<file path="src/rtl/tensor_stream_tx.sv">
// ============================================================================
// Module      : tensor_stream_tx
// Description : AXI4-Stream transmitter. Reads a contiguous tensor from a
//               buffer with a 1-cycle synchronous read port and sends it as
//               one packet, with per-packet metadata on tuser and tlast on
//               the final byte. A 2-entry output FIFO plus a bypass of the
//               in-flight read keeps 1 beat/cycle under full tready.
//               Optional macro TX_STALL_CNT_EN enables the saturating
//               backpressure counter on stall_count.
// Revision    : 1.0 - initial release
// ============================================================================
`default_nettype none

module tensor_stream_tx #(
  parameter int ADDR_WIDTH         = 13,
  parameter int MAX_ADDR_WIDTH     = 18,
  parameter int DATA_WIDTH         = 8,
  parameter int NUM_CHANNELS_WIDTH = 7
) (
  input  logic                                        clk,
  input  logic                                        rst,
  input  logic                                        start,
  input  logic [MAX_ADDR_WIDTH-1:0]                   tx_base,
  input  logic [MAX_ADDR_WIDTH-1:0]                   tx_len,
  input  logic [ADDR_WIDTH-1:0]                       tx_dim0,
  input  logic [ADDR_WIDTH-1:0]                       tx_dim1,
  input  logic [ADDR_WIDTH-1:0]                       tx_dim2,
  input  logic [ADDR_WIDTH-1:0]                       tx_dim3,
  input  logic [NUM_CHANNELS_WIDTH-1:0]               tx_channels,
  output logic                                        mem_en,
  output logic [MAX_ADDR_WIDTH-1:0]                   mem_addr,
  input  logic [DATA_WIDTH-1:0]                       mem_rdata,
  output logic [DATA_WIDTH-1:0]                       m_axis_tdata,
  output logic                                        m_axis_tvalid,
  input  logic                                        m_axis_tready,
  output logic                                        m_axis_tlast,
  output logic [4*ADDR_WIDTH+NUM_CHANNELS_WIDTH-1:0]  m_axis_tuser,
  output logic                                        busy,
  output logic                                        done,
  output logic [31:0]                                 stall_count
);

  localparam int c_TUSER_WIDTH = 4*ADDR_WIDTH + NUM_CHANNELS_WIDTH;
  localparam logic [MAX_ADDR_WIDTH-1:0] c_ONE = {{(MAX_ADDR_WIDTH-1){1'b0}}, 1'b1};

  typedef enum logic [1:0] {
    ST_IDLE   = 2'd0,
    ST_STREAM = 2'd1,
    ST_FINISH = 2'd2
  } state_t;

  state_t                    r_state;
  logic [MAX_ADDR_WIDTH-1:0] r_len;
  logic [MAX_ADDR_WIDTH-1:0] r_addr;
  logic [MAX_ADDR_WIDTH-1:0] r_issued;
  logic [MAX_ADDR_WIDTH-1:0] r_beat;
  logic [c_TUSER_WIDTH-1:0]  r_tuser;
  logic                      r_inflight;   // read issued last cycle; its data is on mem_rdata now

  logic [DATA_WIDTH-1:0]     r_fifo [2];
  logic                      r_rd_ptr;
  logic                      r_wr_ptr;
  logic [1:0]                r_count;

  logic                      w_tvalid;
  logic                      w_pop;
  logic                      w_last;
  logic                      w_issue;
  logic                      w_push;
  logic                      w_fifo_pop;
  logic [2:0]                w_occ;
  logic [2:0]                w_occ_after;
  logic [DATA_WIDTH-1:0]     w_head;

  // The in-flight read counts as a queued entry so the first beat can be
  // presented straight from mem_rdata the cycle it arrives.
  assign w_tvalid    = (r_state == ST_STREAM) && ((r_count != 2'd0) || r_inflight);
  assign w_pop       = w_tvalid && m_axis_tready;
  assign w_last      = (r_beat == (r_len - c_ONE));
  assign w_occ       = {1'b0, r_count} + {2'b00, r_inflight};
  assign w_occ_after = w_occ - {2'b00, w_pop};
  assign w_issue     = (r_state == ST_STREAM) && (r_issued < r_len) && (w_occ_after <= 3'd1);
  assign w_fifo_pop  = w_pop && (r_count != 2'd0);
  // Arriving data is stored unless it is consumed directly through the bypass.
  assign w_push      = r_inflight && !(w_pop && (r_count == 2'd0));
  assign w_head      = (r_count != 2'd0) ? r_fifo[r_rd_ptr] : mem_rdata;

  // Transfer FSM: launch, address generation, beat counting and completion.
  always_ff @(posedge clk) begin
    if (rst) begin
      r_state    <= ST_IDLE;
      r_len      <= '0;
      r_addr     <= '0;
      r_issued   <= '0;
      r_beat     <= '0;
      r_tuser    <= '0;
      r_inflight <= 1'b0;
    end else begin
      r_inflight <= w_issue;
      case (r_state)
        ST_IDLE: begin
          if (start) begin
            r_len    <= tx_len;
            r_addr   <= tx_base;
            r_issued <= '0;
            r_beat   <= '0;
            r_tuser  <= {tx_channels, tx_dim3, tx_dim2, tx_dim1, tx_dim0};
            r_state  <= (tx_len == '0) ? ST_FINISH : ST_STREAM;
          end
        end
        ST_STREAM: begin
          if (w_issue) begin
            r_addr   <= r_addr + c_ONE;
            r_issued <= r_issued + c_ONE;
          end
          if (w_pop) begin
            r_beat <= r_beat + c_ONE;
            if (w_last) begin
              r_state <= ST_FINISH;
            end
          end
        end
        ST_FINISH: begin
          r_tuser <= '0;
          r_state <= ST_IDLE;
        end
        default: r_state <= ST_IDLE;
      endcase
    end
  end

  // FIFO bookkeeping; reset empties the queue and drops in-flight data.
  always_ff @(posedge clk) begin
    if (rst) begin
      r_rd_ptr <= 1'b0;
      r_wr_ptr <= 1'b0;
      r_count  <= 2'd0;
    end else begin
      if (w_push) begin
        r_wr_ptr <= ~r_wr_ptr;
      end
      if (w_fifo_pop) begin
        r_rd_ptr <= ~r_rd_ptr;
      end
      case ({w_push, w_fifo_pop})
        2'b10:   r_count <= r_count + 2'd1;
        2'b01:   r_count <= r_count - 2'd1;
        default: r_count <= r_count;
      endcase
    end
  end

  // FIFO storage; contents are only meaningful where r_count says so.
  always_ff @(posedge clk) begin
    if (w_push) begin
      r_fifo[r_wr_ptr] <= mem_rdata;
    end
  end

  assign mem_en        = w_issue;
  assign mem_addr      = r_addr;
  assign m_axis_tvalid = w_tvalid;
  assign m_axis_tdata  = w_tvalid ? w_head : '0;
  assign m_axis_tlast  = w_tvalid && w_last;
  assign m_axis_tuser  = r_tuser;
  assign busy          = (r_state != ST_IDLE);
  assign done          = (r_state == ST_FINISH);

`ifdef TX_STALL_CNT_EN
  logic [31:0] r_stall_count;

  // Saturating count of cycles where a beat was offered but not taken.
  always_ff @(posedge clk) begin
    if (rst) begin
      r_stall_count <= 32'd0;
    end else if ((r_state == ST_IDLE) && start) begin
      r_stall_count <= 32'd0;
    end else if (w_tvalid && !m_axis_tready && (r_stall_count != 32'hFFFF_FFFF)) begin
      r_stall_count <= r_stall_count + 32'd1;
    end
  end

  assign stall_count = r_stall_count;
`else
  assign stall_count = 32'd0;
`endif

endmodule

`default_nettype wire

</file>
<file path="config.mk">
export PLATFORM = sky130hd
export DESIGN_NAME = tensor_stream_tx
export DESIGN_NICKNAME = d
export VERILOG_FILES = /design/src/rtl/tensor_stream_tx.sv
export SDC_FILE = /design/constraint.sdc
export NUM_CORES = 1
export LEC_CHECK = 0
export ABC_AREA = 1
export BUFFER_PORTS_ARGS = -buffer_cell sky130_fd_sc_hd__buf_2
export CORE_MARGIN = 2
export CORE_UTILIZATION = 53
export CTS_CLUSTER_SIZE = 14
export DETAILED_ROUTE_END_ITERATION = 10
export MAX_ROUTING_LAYER = met4
export PLACE_DENSITY_LB_ADDON = 0.2
export SLEW_MARGIN = 20
export SYNTH_ARGS = -nofsm -noshare
export SYNTH_HDL_FRONTEND = slang
export SYNTH_SLANG_ARGS = --single-unit
</file>
<file path="constraint.sdc">
create_clock -name clk -period 2.7 [get_ports clk]
set_input_delay 0.135 -clock clk [delete_from_list [all_inputs] [get_ports clk]]
set_output_delay 0.135 -clock clk [all_outputs]
set_load 0.01 [all_outputs]
</file>
Yosys cells after proc, flatten, opt, wreduce, memory -nomap -nowiden
Memories as Yosys holds them, arrays and structs flattened. A register that Yosys moved wholly into a read port is not among the register bits.
Index checks and enable logic that the tools add are counted.
{"block": "totals", "ff_bits": 138, "latch_bits": 0, "ram_bits": 16, "rom_bits": 0, "input_bits": 107, "output_inout_bits": 122, "word_cells": 77, "n_memories": 1}
{"block": "op_classes", "add_sub_neg": 8, "n_mul": 0, "div": 0, "n_lt_le_gt_ge": 2, "n_eq_ne": 9, "shifts": 0, "n_mux": 22, "bitwise": 2, "reduce_logical": 23}
{"memory": "r_fifo", "words": 2, "word_bits": 8, "rd": 1, "rd_clocked_by_memory_dff": 1, "wr": 1, "line_no": "60", "source": "logic [DATA_WIDTH-1:0] r_fifo [2];"}
{"cell": "case mux 59 bit (2 select lines)", "count": 1}
{"cell": "case mux 18 bit (2 select lines)", "count": 3}
{"cell": "2-to-1 mux 18 bit", "count": 5}
{"cell": "2-to-1 mux 59 bit", "count": 1}
{"cell": "adder 18 x 1 -> 18 bit, second input constant", "count": 3}
{"cell": "== test 18 bit", "count": 1}
{"cell": "logical NOT 18 bit", "count": 1}
{"cell": "less-than comparator 18 bit", "count": 1}
{"cell": "subtractor 18 x 1 -> 18 bit, second input constant", "count": 1}
{"cell": "2-to-1 mux 8 bit", "count": 2}
{"cell": "nonzero test 2 bit", "count": 5}
{"cell": "AND reduction 3 bit", "count": 3}
{"cell": "logical AND 1 bit", "count": 8}
{"cell": "2-to-1 mux 2 bit", "count": 4}
{"cell": "inequality test 2 bit, second input constant", "count": 4}
{"cell": "case mux 2 bit (2 select lines)", "count": 2}
{"cell": "== test 2 x 1 -> 1 bit, second input constant", "count": 2}
{"cell": "== test 2 bit, second input constant", "count": 2}
{"cell": "logical NOT 2 bit", "count": 2}
{"cell": "2-to-1 mux 1 bit", "count": 4}
{"cell": "AND reduction 2 bit", "count": 2}
{"cell": "adder 2 x 1 -> 3 bit", "count": 1}
{"cell": "less-or-equal comparator 3 x 1 -> 1 bit, second input constant", "count": 1}
{"cell": "subtractor 3 x 1 -> 3 bit", "count": 1}
{"cell": "other kinds (5)", "count": 6}

Depth between registers and ports, before layout
Gate-level depths: netlist of the first run.
{"block": "depth", "word_depth": 9, "ltp_mapped": 17, "ltp_nobuf": 16}

Worst setup path after synthesis of the first run
No wires, ideal clock.
{"block": "synth_timing", "path_kind": "register to register", "startpoint": "reg r_state[1]", "endpoint": "reg r_addr[14] (netlist: mem_addr[14])", "setup_time_ns": 0.114, "t_arrival_ns": 2.252, "t_required_ns": 2.586, "path_slack_ns": 0.334, "stages_incl_launch_ff": 17, "path_buffers": 2, "synth_period_minus_slack_ns": 2.366, "cell_sequence": "dfxtp_1 inv_2 nand2_2 a21oi_4 nand2_2 nand2_1 nand2_1 ha_1 fa_1 xnor2_1 nor2_1 nand2_1 nand2_1 buf_4 buf_4 o21bai_1 nor2_1"}
{"block": "synth_via", "elab_chain_len": 8, "word_cells_on_any_way": 13, "cone_classes": "add/sub (1); order compare (1); eq/ne (3); mux (1); reduce/logical (7)"}
{"item": "start, declared", "line_no": "52", "source": "state_t r_state;"}
{"item": "start signal, assigned", "line_no": "108", "source": "r_state <= (tx_len == '0) ? ST_FINISH : ST_STREAM;"}
{"item": "== test 2 x 1 -> 1 bit", "line_no": "77", "source": "assign w_tvalid = (r_state == ST_STREAM) && ((r_count != 2'd0) || r_inflight);"}
{"item": "logical AND 1 bit", "line_no": "77"}
{"item": "named net m_axis_tvalid", "line_no": "34", "source": "output logic m_axis_tvalid,"}
{"item": "logical AND 1 bit", "line_no": "78", "source": "assign w_pop = w_tvalid && m_axis_tready;"}
{"item": "subtractor 3 x 1 -> 3 bit", "line_no": "81", "source": "assign w_occ_after = w_occ - {2'b00, w_pop};"}
{"item": "less-or-equal comparator 3 x 1 -> 1 bit", "line_no": "82", "source": "assign w_issue = (r_state == ST_STREAM) && (r_issued < r_len) && (w_occ_after <= 3'd1);"}
{"item": "logical AND 1 bit", "line_no": "82"}
{"item": "inequality test 2 bit (no line)"}
{"item": "AND reduction 3 bit (no line)"}
{"item": "end signal, assigned", "line_no": "104", "source": "r_addr <= tx_base;"}
{"item": "end signal, assigned", "line_no": "113", "source": "r_addr <= r_addr + c_ONE;"}
{"item": "end, declared", "line_no": "54", "source": "logic [MAX_ADDR_WIDTH-1:0] r_addr;"}
The timed path passes the listed nets, and every way through them passes these cells.
A chain may end at the register's enable or synchronous reset.

Worst setup path in the final report of the first run
{"block": "layout_timing", "startpoint": "reg r_len[1]", "endpoint": "out m_axis_tlast"}
{"block": "layout_via", "elab_chain_len": 3}
{"item": "start, declared", "line_no": "53", "source": "logic [MAX_ADDR_WIDTH-1:0] r_len;"}
{"item": "start signal, assigned", "line_no": "103", "source": "r_len <= tx_len;"}
{"item": "subtractor 18 x 1 -> 18 bit", "line_no": "79", "source": "assign w_last = (r_beat == (r_len - c_ONE));"}
{"item": "== test 18 bit", "line_no": "79"}
{"item": "logical AND 1 bit", "line_no": "164", "source": "assign m_axis_tlast = w_tvalid && w_last;"}
{"item": "end, declared", "line_no": "36", "source": "output logic m_axis_tlast,"}
No other way between the ends.

==> flow_metrics.tcl, run 1 <==
set metrics [dict create \
    synth_top_area_share_pct 32.47 \
    hold_viol_final 0 \
    maxSlewViolCount 0 \
    fp-row-count 46 \
    wl_per_cell_um 15.14 \
    area_growth_pct 30.35 \
    max_slew_margin_pct 44.09 \
    worstMarginPinSlew_ns 0.8377 \
    r2r-end "mem_addr[0]" \
    fin_skew_ns 0.01569 \
    grt_max_degree 76 \
    dr.pass1.iters 5 \
    drv_cap 0 \
    antenna_found_initial 1 \
    final_cell_mix "324 x nand2_1, 196 x buf_2, 138 x a21oi_1" \
    dieArea_um2 17200 \
    slowest_delay_ns 0.38 \
    start_kind "flip-flop" \
    yosys.area.top_type "dfxtp_1" \
    ys_seq_area_share_pct 38.07 \
    clkSlewWorstSetupHoldPaths_ns 0.07 \
    avgSynthCellArea_um2 6.884 \
    drc_errors 0 \
    port_buffers 196 \
    power_density_nw_per_um2 594.7 \
    core_um2 15830 \
    vias 9136 \
    crit_fanout 3 \
    synth.distinct_cells 38 \
    clk_latency_ns 0.44 \
    cts_made_buffers 17 \
    cellLeakagePower_nw 5.116 \
    cts_max_path_buffers 2 \
    hold_path_class "primary input to flip-flop" \
    h-tree-depth 4 \
    hold_start "tx_dim0[3]" \
    cts.sinks 155 \
    p_total_mw 6.644 \
    gp_congestion 0.9202 \
    period_needed_ns 2.617 \
    grt-ovfl-total 0 \
    synth_mux_area_share_pct 0 \
    synthSimpleGateAreaFrac_pct 29.87 \
    arrival_ns 2.48 \
    synth_compound_area_share_pct 14.03 \
    hold_depth 3 \
    r2r-start "r_count[0]" \
    min_to "m_axis_tuser[3]" \
    cp_slowest_cell "dfxtp_4" \
    die_w_um 131.2 \
    endpoint_kind "output port" \
    required_ns 2.57 \
    viasPerCell 5.254 \
    syn_inst 1245 \
    synth_seq_cells 155 \
    place_area_um2 9663 \
    synth-xor-area-share_pct 4.292 \
    synth_top_family_by_area "simple AND/OR/NAND/NOR gates" \
    hpwl_um 17160 \
    grt_pass1_vias 8876 \
    stdcell_area_um2 11170 \
    fin_crit_sh_pct 96.91 \
    r2r_slack_ns 0.19 \
    wl_um 26340 \
    cp_top_family "simple AND/OR/NAND/NOR gates" \
    cts_tree "built" \
    synth_area_leaders "dfxtp_1 32%, nand2_1 14%, a21oi_1 8.1%, nor2_1 6.5%, edfxtp_1 5.6%" \
    fmax_ghz 0.3822 \
    ant_nets 0 \
    setup_slack_ns 0.08334 \
    start_util_pct 54.15 \
    fin_util_pct 70.59 \
    ff2ff_path_depth 16 \
    criticalPathCategory "flip-flop to output port" \
    die_y_um 131.2 \
    crit_chain "inv_4 -> ha_4 -> inv_1 -> nand2_1 -> nand2_2 -> nor2_2 -> nand3_1 -> nor2_2 -> nand3b_1 -> nor2_1 -> nand3_1 -> nor3_2 -> buf_2" \
    status "finished, final reports clean" \
    layout_commonest_cell "nand2_1" \
    peakVddDrop_uv 472.9 \
    cts_root_buf "clkbuf_16" \
    synthAdderAreaFrac_pct 3.591 \
    grt_pass1_wl_um 42810 \
    synth_warnings 0 \
    layout-drive-gt1-share_pct 20.24 \
    drt_iter0_markers 667 \
    grt_usage_pct 31.15 \
    synthesis.area_um2 8571 \
    ioPinCount 229 \
    fin_nets 1640 \
    final-setup-viol-count 0 \
    setup_tns_ns 0 \
    crit_buf_inv 3 \
    pre_cts_slack_ns 0.1447 \
]
[synthesized netlist by cell type]
cell type,instances
a211oi_1,2
a21o_1,1
a21oi_1,138
a21oi_4,1
a31oi_1,4
buf_2,13
buf_4,35
clkbuf_1,34
clkbuf_2,1
conb_1,1
dfxtp_1,139
edfxtp_1,16
fa_1,1
ha_1,23
inv_1,103
inv_2,5
nand2_1,330
nand2_2,4
nand2_4,1
nand3_1,67
nand3b_1,3
nand4_1,18
nand4_4,1
nor2_1,148
nor2_2,2
nor2_4,3
nor2_8,1
nor3_1,15
nor3_2,1
nor3b_1,4
nor4_1,6
o21a_1,3
o21ai_0,56
o21ai_1,2
o21bai_1,18
or2_2,3
xnor2_1,13
xor2_1,29
[metal layers]
| metal | share of wire (%) | wire, µm | vias to the layer above | track usage [%] |
|---|---|---|---|---|
| met5 | 0 | 0 | - | - |
| met4 | 2.6 | 683 | 0 | 11.47 |
| met3 | 7.1 | 1869 | 61 | 7.523 |
| met2 | 49 | 12840 | 385 | 51.11 |
| met1 | 42 | 10940 | 4185 | 37.36 |
| li1 | - | - | 4505 | - |
[where the power goes]
part / leakage (nW) / internal, mW / total [mW] / switching (mW)
combinational: 3.53 / 0.579 / 1.52 / 0.941
clock: 0.303 / 1.40 / 2.48 / 1.08
sequential: 1.29 / 2.49 / 2.65 / 0.157
[kinds of logic (layout without fill, tap and decap cells)]
| family | count (synthesis) | after routing |
|---|---|---|
| and+or+nand+nor | 607 | 607 |
| AOI/OAI and AO/OA | 225 | 225 |
| buffers and inverters | 191 | 437 |
| DFF | 155 | 155 |
| xor gates and xnor gates | 42 | 42 |
| adders and majority gates | 24 | 24 |
| other | 1 | 33 |
[final cells by class]
| cell class | instances | area (µm²) |
|---|---|---|
| repair buffers | 297 | 1947 |
| fillers | 1222 | 4656 |
| clock inverters | 12 | 146.4 |
| well taps | 216 | 270.3 |
| multi-input cells | 930 | 4656 |
| diodes | 1 | 2.502 |
| clock buffers | 20 | 467.9 |
| flip-flops and latches | 155 | 3274 |
| inverters | 108 | 407.9 |
[how the worst max path moves through the flow]
stage	startpoint	endpoint	slack (ns)	cells after the start
after floorplan	r_state[1]	mem_addr[14]	0.33	16
after global placement	r_count[0]	mem_addr[0]	0.18	16
after detailed placement	r_state[1]	mem_addr[0]	0.14	16
after CTS	r_len[1]	m_axis_tlast	-0.03	13
after global routing	r_len[1]	m_axis_tlast	-0.02	13
final	r_len[1]	m_axis_tlast	0.08	13
[state kept, by name (all words and copies together) (netlist names), named ones only]
signal and cells:
r_state 2, r_rd_ptr 1, mem_addr 18, r_fifo 16
m_axis_tuser 59, r_inflight 1, r_wr_ptr 1, r_beat 18
r_issued 18, r_len 18, r_count 2
[what timing repair did]
action | CTS | global route
pin swaps | 2 | 11
setup endpoints to repair | 2 | 38
setup buffers | 2 | 5
hold endpoints to repair | 81 | 0
gates resized for setup | 11 | 27
hold buffers | 73 | 0
[tightest hold or removal path: cells and delay by family]
family,cells,cell delay [ns]
simple gates,1,0.09
compound gates,1,0.08
buf+inv,1,0.10
[through the flow]
stage | cells | hold WS, ns
finish | 1739 | 0.02338
global route | 1739 | 0.0006050
CTS | 1733 | 0.001924
detailed placement | 1626 | 0.3379
global placement | 1626 | 0.3346
floorplan | 1276 | 0.2339
(Power assumes the default switching activity.)
==> run 2, diff against run 1 <==
- MAX_ROUTING_LAYER: met4 -> not set
==> run 2 against run 1 <==
Effect of this change:
- cell count is 0.17% lower
- clock skew fell by 0.0071 ns
- non-clock buffer count fell by 2
- critical path type unchanged
- largest cell class unchanged
- largest power group unchanged
- highest routed layer unchanged
==> flow_metrics.tcl, run 2 (synthesis gave the netlist of run 1 again) <==
set metrics [dict create \
    grt_max_degree 77 \
    dpl.cell_count 1624 \
    h-tree-depth 4 \
    crit_fanout 3 \
    criticalPathCategory "flip-flop to output port" \
    fmax_ghz 0.3829 \
    setup_slack_ns 0.08813 \
    wl_um 26170 \
    cts_made_buffers 17 \
    die_w_um 131.2 \
    port_buffers 196 \
    clkSlewWorstSetupHoldPaths_ns 0.06 \
    vias 9088 \
    fin_skew_ns 0.008632 \
    area_growth_pct 30.19 \
    worstMarginPinSlew_ns 0.7542 \
    largest_register_ffs 59 \
    setup_tns_ns 0 \
    fin_nets 1638 \
    drt_iter0_markers 605 \
    ant_nets 0 \
    power_density_nw_per_um2 593.9 \
    max_slew_margin_pct 49.67 \
    hold_viol_final 0 \
    cp_slowest_cell "dfxtp_4" \
    peakVddDrop_uv 456.0 \
    ioPinCount 229 \
    crit_chain "nor2_2 -> buf_6 -> a21oi_4 -> nand2_2 -> nand2_1 -> nand2_1 -> ha_2 -> fa_2 -> xnor2_2 -> nor2_2 -> nand2_2 -> buf_8 -> inv_1 -> buf_2" \
    start_kind "flip-flop" \
    wl_per_cell_um 15.07 \
    layout-drive-gt1-share_pct 19.67 \
    dieArea_um2 17200 \
    fp-row-count 46 \
    cts_tree "built" \
    maxSlewViolCount 0 \
    fin_crit_sh_pct 96.74 \
    core_um2 15830 \
    grt_pass1_vias 8727 \
    whs_ns 0.01485 \
    pre_cts_slack_ns 0.1412 \
    grt_usage_pct 29.65 \
    drv_cap 0 \
    hpwl_um 17100 \
    start_util_pct 54.15 \
    grt_pass1_wl_um 42040 \
    arrival_ns 2.48 \
    antenna_found_initial 0 \
    viasPerCell 5.235 \
    cts_max_path_buffers 2 \
    layout_commonest_cell "nand2_1" \
    clk_latency_ns 0.43 \
    cts.sinks 155 \
    antenna_cells 0 \
    final_cell_mix "326 x nand2_1, 196 x buf_2, 137 x nor2_1, 137 x a21oi_1, 137 x dfxtp_1" \
    grt-ovfl-total 0 \
    hold_path_class "primary input to flip-flop" \
    dr.pass1.iters 5 \
    cellLeakagePower_nw 5.112 \
    status "finished, final reports clean" \
    slowest_delay_ns 0.37 \
    gp_congestion 0.9145 \
    final-setup-viol-count 0 \
    period_needed_ns 2.612 \
    endpoint_kind "output port" \
    p_total_mw 6.627 \
    required_ns 2.57 \
    die_y_um 131.2 \
    drc_errors 0 \
    cts_root_buf "clkbuf_16" \
    stdcell_count 1736 \
]
==> run 2: changes by cell type in the layout (fill, tap and decap cells not counted), moves of 2 or more <==
| cell | delta |
|---|---|
| dfxtp_1 | +5 |
| dfxtp_2 | -6 |
| buf_4 | -5 |
| clkinvlp_4 | +2 |
| inv_1 | +2 |
| nand2_1 | +2 |
| inv_8 | -3 |
==> run 2: critical path: cells and delay by family (launching register included) <==
family / cells / cell delay [ns]
adders and majority gates: 2 / 0.52
and+or+nand+nor: 6 / 0.44
buffers and inverters: 4 / 0.40
DFF: 1 / 0.37
AOI/OAI and AO/OA: 1 / 0.16
xor gates and xnor gates: 1 / 0.15
==> run 2: layout make-up <==
type | count | area [µm²]
Inverter | 108 | 405.4
Multi-Input combinational cell | 930 | 4657
Clock inverter | 13 | 156.4
Clock buffer | 19 | 452.9
Sequential cell | 155 | 3271
Fill cell | 1269 | 4669
Timing Repair Buffer | 295 | 1946
Tap cell | 216 | 270.3
==> run 2: stage by stage <==
stage / instance area (µm²) / utilization, %
global route: 11160 / 70.50
global placement: 9661 / 61.04
detailed placement: 9661 / 61.04
CTS: 11060 / 69.85
finish: 11160 / 70.50
floorplan: 8687 / -
==> run 2: power breakdown <==
group | total (mW) | internal, mW | switching (mW)
Combinational | 1.51 | 0.575 | 0.932
Sequential | 2.64 | 2.49 | 0.154
Clock | 2.48 | 1.44 | 1.04
==> run 2: metal layers <==
metal	up-vias	part of all wire (%)	track usage, %
met5	-	0	0
met4	0	2.9	10.63
met3	73	7.5	6.944
met2	372	48	50.88
met1	4151	42	36.42
li1	4492	-	-
==> run 2: repair_timing <==
item,CTS,global route
pin swaps,2,6
setup endpoints to repair,2,38
endpoints found under the hold margin,82,0
hold buffers,74,0
setup buffers,2,4
gates resized for setup,9,21
cloned,0,0
==> run 2: final timing paths <==
path	slack, ns	end	startpoint	depth (start not counted)
setup reg to reg	0.15	mem_addr[0]	r_count[1]	16
hold reg to reg	0.46	flip-flop	r_rd_ptr	1
hold / removal	0.01	r_len[12]	tx_len[12]	3
setup / recovery	0.09	mem_en	r_count[1]	14
==> run 3, diff against run 2 <==
- PLACE_DENSITY_LB_ADDON: 0.2 -> 0.25
==> run 3 against run 2 <==
Effect of this change:
- critical endpoint unchanged
- critical path type unchanged
- total power decreased by 0.71%
- flip-flop and latch count unchanged
- routed wire length decreased by 0.99%
- largest power group unchanged
- core utilization decreased by 0.17 points
==> flow_metrics.tcl, run 3 (synthesis gave the netlist of run 1 again) <==
set metrics [dict create \
    fp-row-count 46 \
    criticalPathCategory "flip-flop to output port" \
    start_kind "flip-flop" \
    grt_usage_pct 29.36 \
    start_util_pct 54.15 \
    drt_iter0_markers 645 \
    period_needed_ns 2.553 \
    dr.pass1.iters 6 \
    port_buffers 196 \
    pre_cts_slack_ns 0.1427 \
    antenna_found_initial 0 \
    core_um2 15830 \
    cts_root_buf "clkbuf_16" \
    gp_congestion 0.9641 \
    antenna_cells 0 \
    hold_viol_final 0 \
    cts_max_path_buffers 2 \
    grt_pass1_wl_um 41630 \
    drc_errors 0 \
    hpwl_um 16750 \
    fin_nets 1636 \
    viasPerCell 5.299 \
    ant_nets 0 \
    wl_per_cell_um 14.94 \
    fin_crit_sh_pct 94.57 \
    max_slew_margin_pct 44.49 \
    h-tree-depth 4 \
    crit_fanout 4 \
    layout_commonest_cell "nand2_1" \
    hold_path_class "primary input to flip-flop" \
    cts_tree "built" \
    required_ns 2.57 \
    endpoint_kind "output port" \
    drv_cap 0 \
    grt_pass1_vias 8650 \
    wl_um 25910 \
    final-setup-viol-count 0 \
    arrival_ns 2.42 \
    stdcell_area_um2 11130 \
    peakVddDrop_uv 513.0 \
    clkSlewWorstSetupHoldPaths_ns 0.06 \
    die_y_um 131.2 \
    cts_made_buffers 17 \
    seq_area_um2 3271 \
    fin_skew_ns 0.007723 \
    place_area_um2 9598 \
    multi_input_area_um2 4677 \
    final_cell_mix "325 x nand2_1, 196 x buf_2, 140 x nor2_1" \
    cts.sinks 155 \
    fmax_ghz 0.3917 \
    ioPinCount 229 \
    clk_latency_ns 0.43 \
    power_density_nw_per_um2 591.1 \
    vias 9188 \
    layout-drive-gt1-share_pct 19.57 \
    maxSlewViolCount 0 \
    setup_slack_ns 0.1467 \
    largest_register_ffs 59 \
    die_w_um 131.2 \
    grt-ovfl-total 0 \
    grt_max_degree 74 \
    dieArea_um2 17200 \
    nFillCells 1243 \
    status "finished, final reports clean" \
    area_growth_pct 29.88 \
    worstMarginPinSlew_ns 0.8296 \
    cellLeakagePower_nw 5.090 \
]
-- run 3: report_power, final --
group          total (mW)  internal (mW)  leakage, nW  switching [mW]
clock network        2.43           1.43        0.287            1.01
logic                1.50          0.571         3.52           0.931
registers            2.64           2.49         1.29           0.156
total                6.58           4.49         5.09            2.09
-- run 3: critical path, cell delays in order (launching register included) --
cell and delay [ns]:
dfxtp_4 0.38, nor2_4 0.05, buf_6 0.12, a21oi_4 0.16, nand2_2 0.09, nand2_1 0.07, nand2_1 0.05, ha_2 0.17
fa_2 0.37, xnor2_2 0.21, nor2_4 0.05, nand2_2 0.10, inv_1 0.04, buf_2 0.13
-- run 3: path summary, 6_finish.rpt --
| check | start | end | slack [ns] | cells past startpoint |
|---|---|---|---|---|
| setup / recovery | r_count[1] | mem_en | 0.15 | 13 |
| hold / removal | tx_len[9] | r_len[9] | 0.02 | 3 |
| setup reg to reg | r_count[1] | r_issued[13] | 0.15 | 16 |
| hold reg to reg | r_rd_ptr | flip-flop | 0.45 | 1 |
-- run 3: what timing repair did --
action,CTS,global route
hold buffers,76,0
pin swaps,3,10
hold endpoints to repair,84,0
setup endpoints to repair,2,38
setup buffers,5,3
gates resized for setup,11,29
-- run 3: area by class of cell --
type / instances / area share, %
clock inverters: 12 / 1.236
well taps: 216 / 2.428
clock buffers: 20 / 4.114
multi-input cells: 930 / 42.01
inverters: 108 / 3.664
repair buffers: 293 / 17.16
flip-flops and latches: 155 / 29.38
-- run 3: per-stage QoR --
stage	power, mW	setup TNS (ns)	hold slack (ns)	instances	utilization, %
final	6.580	0	0.01936	1734	70.33
after floorplan	3.585	0	0.2339	1276	-
after global routing	6.874	-0.03275	0.02882	1734	70.33
after global placement	3.974	0	0.3367	1619	60.64
after CTS	6.520	0	0.002537	1732	69.68
after detailed placement	3.994	0	0.3380	1619	60.64
-- run 3: per-layer routing --
metal | GRT usage [%] | part of all wire [%]
met2 | 48.48 | 47
met1 | 36.49 | 43
met4 | 13.04 | 3.2
met5 | 0 | 0
met3 | 7.137 | 6.9
